<file path="config.mk">
export PLATFORM = sky130hd
export DESIGN_NAME = link_receiver_flat
export DESIGN_NICKNAME = d
export VERILOG_FILES = /design/src/rtl/link_receiver_pkg.sv /design/src/rtl/link_receiver_if.sv /design/src/rtl/link_receiver_crc8.sv /design/src/rtl/link_receiver.sv /design/src/flat_wrapper.sv
export SDC_FILE = /design/constraint.sdc
export NUM_CORES = 1
export LEC_CHECK = 0
export BUFFER_PORTS_ARGS = -buffer_cell sky130_fd_sc_hd__buf_2
export CAP_MARGIN = 20
export CORE_MARGIN = 3
export CORE_UTILIZATION = 45
export CTS_CLUSTER_SIZE = 40
export DETAILED_ROUTE_END_ITERATION = 6
export GPL_ROUTABILITY_DRIVEN = 1
export PLACE_DENSITY = 0.69
export SYNTH_ARGS = -nofsm -noshare
export SYNTH_HDL_FRONTEND = slang
export SYNTH_HIERARCHICAL = 1
export SYNTH_SLANG_ARGS = --single-unit
</file>
<file path="constraint.sdc">
create_clock -name clk -period 14 [get_ports clk]
set_clock_uncertainty 0.05 [all_clocks]
set_input_delay 1.4 -clock clk [delete_from_list [all_inputs] [get_ports clk]]
set_output_delay 1.4 -clock clk [all_outputs]
set_load 0.02 [all_outputs]
</file>
<file path="src/rtl/link_receiver_pkg.sv">
// Shared types and constants for the link receiver and its transmit-side framer.
// Frame layout is {seq, payload, crc8}; the CRC covers {seq, payload}.
package link_receiver_pkg;

  localparam logic [7:0] CRC8_POLY = 8'h07;
  localparam int DEF_SEQ_WIDTH = 4;
  localparam int DEF_PACKET_WIDTH = 64;

  typedef struct packed {
    logic [DEF_SEQ_WIDTH-1:0]    seq;
    logic [DEF_PACKET_WIDTH-1:0] payload;
    logic [7:0]                  crc;
  } link_frame_t;

  typedef enum logic [1:0] {
    RUN,
    FLUSH,
    NACK,
    ERROR
  } rx_state_t;

endpackage

</file>
<file path="src/rtl/link_receiver_if.sv">
// Link-side frame input, downstream delivery handshake and ack/nack feedback.
// The sender/consumer side uses master; the receiver uses slave.
interface link_receiver_if #(
  parameter int packet_width = 64,
  parameter int seq_width = 4
);

  logic                              link_valid;
  logic [seq_width+packet_width+7:0] link_frame;
  logic                              out_valid;
  logic [packet_width-1:0]           out_packet;
  logic                              out_ready;
  logic                              ack;
  logic [seq_width-1:0]              ack_count;
  logic                              nack;

  modport master (
    output link_valid, link_frame, out_ready,
    input  out_valid, out_packet, ack, ack_count, nack
  );

  modport slave (
    input  link_valid, link_frame, out_ready,
    output out_valid, out_packet, ack, ack_count, nack
  );

endinterface

</file>
<file path="src/rtl/link_receiver_crc8.sv">
// Combinational CRC-8 (init 0x00, no reflection, MSB first) over an arbitrary-width word.
// Shared by the receiver check and the transmit-side framer.
module crc8
  import link_receiver_pkg::*;
#(
  parameter int data_width = 68
) (
  input  logic [data_width-1:0] data,
  output logic [7:0]            crc
);

  always_comb begin
    logic [7:0] c;
    c = 8'h00;
    for (int i = data_width - 1; i >= 0; i--) begin
      if (c[7] ^ data[i]) begin
        c = {c[6:0], 1'b0} ^ CRC8_POLY;
      end else begin
        c = {c[6:0], 1'b0};
      end
    end
    crc = c;
  end

endmodule

</file>
<file path="src/rtl/link_receiver.sv">
// Go-back-N link receiver: checks CRC and sequence, delivers in order through a
// one-entry holding register, and returns coalesced acks plus nacks on error.
module link_receiver
  import link_receiver_pkg::*;
#(
  parameter int packet_width = 64,
  parameter int seq_width = 4,
  parameter int ack_threshold = 4,
  parameter int ack_timeout = 32,
  parameter int nack_timeout = 64
) (
  input logic            clk,
  input logic            reset,
  link_receiver_if.slave bus
);

  localparam int frame_width = seq_width + packet_width + 8;
  localparam int at_w = (ack_timeout > 2) ? $clog2(ack_timeout) : 1;
  localparam int nt_w = (nack_timeout > 2) ? $clog2(nack_timeout) : 1;
  localparam logic [at_w-1:0] ack_limit = at_w'(ack_timeout - 1);
  localparam logic [nt_w-1:0] nack_limit = nt_w'(nack_timeout - 1);
  localparam logic [at_w-1:0] at_one = {{(at_w-1){1'b0}}, 1'b1};
  localparam logic [nt_w-1:0] nt_one = {{(nt_w-1){1'b0}}, 1'b1};
  localparam logic [seq_width-1:0] seq_one = {{(seq_width-1){1'b0}}, 1'b1};
  localparam logic [seq_width-1:0] pending_max = '1;

  rx_state_t               state_reg, state_next;
  logic [seq_width-1:0]    expected_seq_reg, expected_seq_next;
  logic [seq_width-1:0]    pending_reg, pending_next;
  logic [at_w-1:0]         ack_timer_reg, ack_timer_next;
  logic [nt_w-1:0]         nack_timer_reg, nack_timer_next;
  logic                    out_valid_reg, out_valid_next;
  logic [packet_width-1:0] out_packet_reg, out_packet_next;
  logic                    ack_reg, ack_next;
  logic [seq_width-1:0]    ack_count_reg, ack_count_next;
  logic                    nack_reg, nack_next;

  logic [seq_width-1:0]    rx_seq;
  logic [packet_width-1:0] rx_payload;
  logic [7:0]              rx_crc;
  logic [7:0]              calc_crc;
  logic                    good;
  logic                    room;
  logic                    accept;
  logic                    ack_due;

  assign rx_seq     = bus.link_frame[frame_width-1 -: seq_width];
  assign rx_payload = bus.link_frame[packet_width+7:8];
  assign rx_crc     = bus.link_frame[7:0];

  crc8 #(.data_width(seq_width + packet_width)) u_crc8 (
    .data (bus.link_frame[frame_width-1:8]),
    .crc  (calc_crc)
  );

  assign good = bus.link_valid && (calc_crc == rx_crc) && (rx_seq == expected_seq_reg);
  // The holding register can take a new payload if empty or emptied on this edge.
  assign room = !out_valid_reg || bus.out_ready;
  assign ack_due = (int'(pending_reg) >= ack_threshold) || (pending_reg == pending_max) ||
                   ((pending_reg != '0) && (ack_timer_reg == ack_limit));

  always_comb begin
    state_next        = state_reg;
    expected_seq_next = expected_seq_reg;
    pending_next      = pending_reg;
    ack_timer_next    = (ack_timer_reg == ack_limit) ? ack_timer_reg : ack_timer_reg + at_one;
    nack_timer_next   = nack_timer_reg;
    out_valid_next    = out_valid_reg && !bus.out_ready;
    out_packet_next   = out_packet_reg;
    ack_next          = 1'b0;
    ack_count_next    = ack_count_reg;
    nack_next         = 1'b0;
    accept            = 1'b0;

    case (state_reg)
      RUN: begin
        if (bus.link_valid && !(good && room)) begin
          // Error frame: pending acks go out first so the sender's replay starts clean.
          state_next = (pending_reg != '0) ? FLUSH : NACK;
        end else begin
          accept = good;
          if (ack_due) begin
            ack_next       = 1'b1;
            ack_count_next = pending_reg;
            pending_next   = accept ? seq_one : '0;
            ack_timer_next = '0;
          end else if (accept) begin
            pending_next   = pending_reg + seq_one;
            ack_timer_next = '0;
          end
        end
      end
      FLUSH: begin
        ack_next       = 1'b1;
        ack_count_next = pending_reg;
        pending_next   = '0;
        state_next     = NACK;
      end
      NACK: begin
        nack_next       = 1'b1;
        nack_timer_next = '0;
        state_next      = ERROR;
      end
      ERROR: begin
        if (good && room) begin
          accept         = 1'b1;
          pending_next   = pending_reg + seq_one;
          ack_timer_next = '0;
          state_next     = RUN;
        end else if (nack_timer_reg == nack_limit) begin
          nack_next       = 1'b1;
          nack_timer_next = '0;
        end else begin
          nack_timer_next = nack_timer_reg + nt_one;
        end
      end
      default: state_next = RUN;
    endcase

    if (accept) begin
      expected_seq_next = expected_seq_reg + seq_one;
      out_valid_next    = 1'b1;
      out_packet_next   = rx_payload;
    end
  end

  always_ff @(posedge clk) begin
    if (reset) begin
      state_reg        <= RUN;
      expected_seq_reg <= '0;
      pending_reg      <= '0;
      ack_timer_reg    <= '0;
      nack_timer_reg   <= '0;
      out_valid_reg    <= 1'b0;
      out_packet_reg   <= '0;
      ack_reg          <= 1'b0;
      ack_count_reg    <= '0;
      nack_reg         <= 1'b0;
    end else begin
      state_reg        <= state_next;
      expected_seq_reg <= expected_seq_next;
      pending_reg      <= pending_next;
      ack_timer_reg    <= ack_timer_next;
      nack_timer_reg   <= nack_timer_next;
      out_valid_reg    <= out_valid_next;
      out_packet_reg   <= out_packet_next;
      ack_reg          <= ack_next;
      ack_count_reg    <= ack_count_next;
      nack_reg         <= nack_next;
    end
  end

  assign bus.out_valid  = out_valid_reg;
  assign bus.out_packet = out_packet_reg;
  assign bus.ack        = ack_reg;
  assign bus.ack_count  = ack_count_reg;
  assign bus.nack       = nack_reg;

endmodule

</file>
<file path="src/flat_wrapper.sv">
// flat-port wrapper written by rule: the top's interface ports become plain ports
module link_receiver_flat import link_receiver_pkg::*;
#(
  parameter int packet_width = 64,
  parameter int seq_width = 4,
  parameter int ack_threshold = 4,
  parameter int ack_timeout = 32,
  parameter int nack_timeout = 64
)
  (clk, reset, bus_link_valid, bus_link_frame, bus_out_ready, bus_out_valid, bus_out_packet, bus_ack, bus_ack_count, bus_nack);
  link_receiver_if #(.packet_width(packet_width), .seq_width(seq_width)) bus_i ();
  input logic clk;
  input logic reset;
  input wire logic [$bits(bus_i.link_valid)-1:0] bus_link_valid;
  input wire logic [$bits(bus_i.link_frame)-1:0] bus_link_frame;
  input wire logic [$bits(bus_i.out_ready)-1:0] bus_out_ready;
  output wire logic [$bits(bus_i.out_valid)-1:0] bus_out_valid;
  output wire logic [$bits(bus_i.out_packet)-1:0] bus_out_packet;
  output wire logic [$bits(bus_i.ack)-1:0] bus_ack;
  output wire logic [$bits(bus_i.ack_count)-1:0] bus_ack_count;
  output wire logic [$bits(bus_i.nack)-1:0] bus_nack;
  assign bus_i.link_valid = bus_link_valid;
  assign bus_i.link_frame = bus_link_frame;
  assign bus_i.out_ready = bus_out_ready;
  assign bus_out_valid = bus_i.out_valid;
  assign bus_out_packet = bus_i.out_packet;
  assign bus_ack = bus_i.ack;
  assign bus_ack_count = bus_i.ack_count;
  assign bus_nack = bus_i.nack;
  link_receiver #(.packet_width(packet_width), .seq_width(seq_width), .ack_threshold(ack_threshold), .ack_timeout(ack_timeout), .nack_timeout(nack_timeout)) u_core (.clk(clk), .reset(reset), .bus(bus_i));
endmodule
</file>
-- Word level (Yosys, flattened, before mapping)
Index checks and enable logic that the tools add are counted.
- $add $sub $neg: 4
- multipliers: 0
- divide/modulo/power cells: 0
- $lt $le $gt $ge: 1
- eq/ne operators: 14
- shifts and indexed selects: 0
- multiplexer cells: 100
- bitwise operators: 134
- reduce and logical (&&, ||, !) cells: 21
- operators with widths (cell ; number):
    3-bit two-way mux ; 68
    3-bit NOT ; 67
    1-bit bitwise XOR ; 62
    5-bit two-way mux ; 5
    4-bit two-way mux ; 6
    6-bit two-way mux ; 2
    4-bit case mux with 3 select lines ; 1
    6-bit case mux with 2 select lines ; 1
    5-bit case mux with 2 select lines ; 1
    4-bit by 1-bit adder with 4-bit output (second input constant) ; 2
    8-bit == test ; 1
    1-bit two-way mux ; 8
    2-bit case mux with 4 select lines ; 1
    4-bit case mux with 2 select lines ; 1
    6-bit by 1-bit adder with 6-bit output (second input constant) ; 1
    6-bit == test (second input constant) ; 1
    1-bit logical AND ; 6
    2-bit two-way mux ; 3
    2-bit by 1-bit inequality test with 1-bit output (second input constant) ; 3
    1-bit case mux with 2 select lines ; 3
    5-bit by 1-bit adder with 5-bit output (second input constant) ; 1
    5-bit == test (second input constant) ; 1
    1-bit bitwise XOR (first input constant) ; 5
    2-bit == test (second input constant) ; 2
    other kinds (15) ; 22
- register bits after elaboration: 92
- bits in latches: 0
- bits in writable memories: 0
- ROM bits: 0
- bits of input ports: 80
- output and inout bits: 71
- word-level logic and storage cells: 284
- memories kept: 0

-- Longest topological paths before layout
- word-level depth: 144
- gate-level depth with buffers: 17
- mapped depth without buffers: 15

-- By module
The synthesis kept the hierarchy.
- modules (own cells, without submodules) (module ; times used ; cells each ; area each (um2) ; seq. area each (um2)):
    link_receiver ; 1 ; 451 ; 3769.9 ; 1841.8
    crc8 ; 1 ; 162 ; 2371.0 ; 0.0

-- Worst setup path before layout
Ideal clock, no wire load.
- path kind: input -> register
- start point: in bus_link_frame[74]
- end point: reg u_core.pending_reg[2]
- library setup time: 0.101 ns
- arrival: 5.847 ns
- data required time: 13.849 ns
- path slack: 8.002 ns
- stages: 15
- buffers on the path: 0
- cells stage by stage: xor3_2 > xor3_2 > xor2_2 > xnor3_2 > xnor3_2 > xnor3_2 > xor2_1 > xnor3_1 > xnor2_1 > xor2_1 > nor4_4 > nand4_4 > o21a_4 > or3_1 > o41ai_1
- elaborated cells on any way between the ends: 192
- classes of those cells: eq/ne (5); mux (63); bitwise (118); reduce/logical (6)
- RTL lines (what ; line ; RTL):
    start, declared ; flat_wrapper.sv:15 ; input wire logic [$bits(bus_i.link_frame)-1:0] bus_link_frame;
    1-bit bitwise XOR (*) ; link_receiver_crc8.sv:16 ; if (c[7] ^ data[i]) begin
    3-bit two-way mux (*) ; link_receiver_crc8.sv:16 ;
    3-bit NOT (no source line) ; - ;
    3-bit two-way mux ; link_receiver_crc8.sv:16 ;
    3-bit NOT (no source line) or 1-bit bitwise XOR (tied branches) ; - ;
    3-bit two-way mux ; link_receiver_crc8.sv:16 ;
    1-bit bitwise XOR or 3-bit NOT (tied branches) ; - ;
    3-bit two-way mux ; link_receiver_crc8.sv:16 ;
    [... 44 more ...] ; - ;
    via u_core.calc_crc[3] ; link_receiver.sv:41 ; logic [7:0] calc_crc;
    8-bit == test (*) ; link_receiver.sv:56 ; assign good = bus.link_valid && (calc_crc == rx_crc) && (rx_seq == expected_seq_reg);
    1-bit logical AND (*) (2 in a row) ; link_receiver.sv:56 ;
    1-bit logical AND ; link_receiver.sv:77, link_receiver.sv:105 ;
    1-bit logical NOT ; link_receiver.sv:77 ; if (bus.link_valid && !(good && room)) begin
    1-bit logical AND ; link_receiver.sv:77 ;
    2-bit inequality test (no source line) ; - ;
    4-bit AND reduction (no source line) (*) ; - ;
    end signal, assigned ; link_receiver.sv:142 ; pending_reg <= pending_next;
    end, declared ; link_receiver.sv:29 ; logic [seq_width-1:0] pending_reg, pending_next;
The timed path passes the listed nets; every way through them passes the cells marked *.
A chain may end at the register's enable or synchronous reset.

-- Worst setup path in the final report
- start point: in bus_link_frame[74]
- end point: reg u_core.out_packet_reg[47], in the netlist u_core/bus.out_packet[47]
- elaborated cells on any way between the ends: 191
- classes of those cells: eq/ne (2); mux (66); bitwise (118); reduce/logical (5)
- RTL lines (what ; line ; RTL):
    1-bit bitwise XOR (*) ; link_receiver_crc8.sv:16 ;
    3-bit two-way mux (*) ; link_receiver_crc8.sv:16 ;
    3-bit NOT (no source line) or 1-bit bitwise XOR (tied branches) ; - ;
    3-bit two-way mux ; link_receiver_crc8.sv:16 ;
    3-bit NOT (no source line) or 1-bit bitwise XOR (tied branches) ; - ;
    3-bit two-way mux ; link_receiver_crc8.sv:16 ;
    1-bit bitwise XOR or 3-bit NOT (tied branches) ; - ;
    3-bit two-way mux ; link_receiver_crc8.sv:16 ;
    [... 40 more ...] ; - ;
    via u_core.calc_crc[5] ; link_receiver.sv:41 ;
    8-bit == test (*) ; link_receiver.sv:56 ;
    1-bit logical AND (*) (2 in a row) ; link_receiver.sv:56 ;
    1-bit logical AND ; link_receiver.sv:77, link_receiver.sv:105 ;
    1-bit logical NOT ; link_receiver.sv:77 ;
    1-bit logical AND ; link_receiver.sv:77 ;
    1-bit two-way mux ; link_receiver.sv:77 ;
    1-bit case mux with 2 select lines (*) ; link_receiver.sv:75 ; case (state_reg)
    end signal, assigned ; link_receiver.sv:146 ; out_packet_reg <= out_packet_next;
    end, declared ; link_receiver.sv:33 ; logic [packet_width-1:0] out_packet_reg, out_packet_next;
Marks and branches as above.

==> run metrics <==
crit start category input pin; Worst Path Arrival 6.84 ns; unrepaired setup endpoints after global routing no; via count 4741; post-synth top area share 29.99%; global placer's final weighted congestion 0.8565; Sum Neg Setup Slack 0 ns; Final Hold Violating Endpoints 0; most numerous cell in the Yosys netlist nand2_1; share of layout cells above drive strength 1 between 20% and 30%; 1st-iter DRT viols a little under 300; Initial Util about 46%; fin crit share 47.35%; Worst-Skew Late Latency 0.35 ns; CTS tree yes; fin. max-slew vios 0; Mapped Avg Cell Area approximately 10 sq um; final setup vio count 0; Final Critical Period roughly 6.6 ns; area occupied by multi-input gates 4153 sq um; fin nets 842; area grow syn2layout 19.32%; top-level I/O count 151; number of library cell types mapped by synthesis 46; Die W approximately 120 microns; leading area contributor after synthesis dfxtp_1; register area share after synthesis 29.99%; hold_buf cts 0; Post-synth EDFFs 0; TritonRoute pass-1 iters 6; Post-synth top flop dfxtp_1; GRT Total Usage 20.04%; clk buf depth 2; largest net degree at the start of global routing between 90 and 100; initial antenna violation count 1; Async S/R FF share, synth 0%; Final ANT Viol Nets 0; Reg clk slew, reported paths 0.06 ns; Synth Warn # 6; # fillers roughly 1200; min-delay worst type reg -> reg; Setup Buffers After CTS 0; status finished clean; wire per inst between 15 and 20 microns; Seq cells post-synth 92; I/O Buffers 150; critical setup path kind in -> reg; CTS Buf Count 9; # rows 42; Setup crit end kind flop; worst endpoint required time 14.21 ns; Reg area approximately 1800 sq um; WL final between 15000 and 20000 microns; H-tree depth 3; PostCTS Resize Cnt 0; max-cap viol count 0; vias in the first global route 4647; top post-synthesis cells by count nand2_1, dfxtp_1, a21oi_1, xnor2_1, xor2_1; Clock Sinks 92; Syn Nets 702; top cells by area, synth dfxtp_1, xnor3_1, xnor2_1, nand2_1, xor2_1; HPWL Detailed 12000 microns; Worst Path Max Fanout 66; Post-Synthesis Cell Area 6141 sq um; max FFs per register 64; Worst Tran Pin Value about 0.9 ns; Placed Cells 917; area of the die ~15000 sq um; DRC viols 0; root buf cell clkbuf_16; total grt overflow 0; Mapped Cells 613; first-pass GRT wire length 23520 microns; die height 122.8 microns; Core Region 13300 sq um; non-filler cells, final about 930; worst rel slew slack between 30 and 40%; vias per cell roughly 5; FMAX 150.8 MHz
==> layout by cell type, fill, tap and decap left out, drive strengths merged, types with 9 or more instances in the layout <==
master    n
buf     154
nand2   136
dfxtp    92
xnor2    77
a21oi    71
xor2     46
xnor3    45
nor2     16
clkbuf   12
xor3     11
inv      10
o21ai     9
ha        9
==> through the flow <==
stage,util [%],area [sq um],hold slack [ns],setup WS [ns]
after floorplan,-,6141,0.3950,8.002
after global placement,52.84,7025,0.3885,6.454
after detailed placement,52.96,7041,0.3939,6.939
after CTS,55.03,7317,0.4029,7.264
after global routing,55.11,7327,0.4207,7.134
final,55.11,7327,0.4018,7.371
==> critical path, stage by stage <==
cell and delay (ns):
buf_2 0.16, xnor2_2 0.27, xnor3_2 0.47, xnor2_4 0.31, xnor3_2 0.54, xnor2_4 0.18
xnor2_1 0.35, xnor3_1 0.55, xnor3_1 0.45, xnor2_1 0.24, xor2_1 0.14, nor4_4 0.34
nand4_4 0.21, nor4_4 0.24, buf_4 0.56, nand2_1 0.20, a21oi_1 0.15
==> cells by family (layout without fill, tap and decap cells) <==
logic type	after synthesis	after routing	synth area share, %
flops	92	92	29.99
xor+xnor	179	179	41.04
buf+inv	36	179	2.527
compound gates	104	104	9.678
fa+ha+maj	9	9	1.834
other cells	0	1	0
simple gates	184	184	13.45
mux	9	9	1.487
==> final cells by class <==
| type | count | area share, % |
|---|---|---|
| Inverter | 10 | 0.5123 |
| Timing Repair Buffer | 155 | 10.86 |
| Sequential cell | 92 | 25.14 |
| Multi-Input combinational cell | 485 | 56.68 |
| Clock inverter | 3 | 0.3245 |
| Antenna cell | 1 | 0.03415 |
| Tap cell | 176 | 3.005 |
| Clock buffer | 11 | 3.449 |
==> routing by layer <==
| layer | part of all wire [%] | global-route usage, % |
|---|---|---|
| met5 | 0 | 0 |
| met4 | 1.2 | 5.108 |
| met3 | 7.1 | 4.194 |
| met2 | 48 | 34.27 |
| met1 | 43 | 25.87 |
==> path summary, 6_finish.rpt <==
kind / startpoint / to / slack (ns) / cells past startpoint
worst max register to register: u_core/ack_timer_reg[0] / u_core/bus.ack_count[3] / 11.50 / 7
worst min-delay path: u_core/bus.out_packet[38] / u_core/bus.out_packet[38] / 0.40 / 2
worst max-delay path: bus_link_frame[74] / u_core/bus.out_packet[47] / 7.37 / 17
worst min register to register: u_core/bus.out_packet[38] / u_core/bus.out_packet[38] / 0.40 / 2
Power is not shown: default switching activity piles up to over one toggle a cycle in this logic, so the estimate is an artifact.
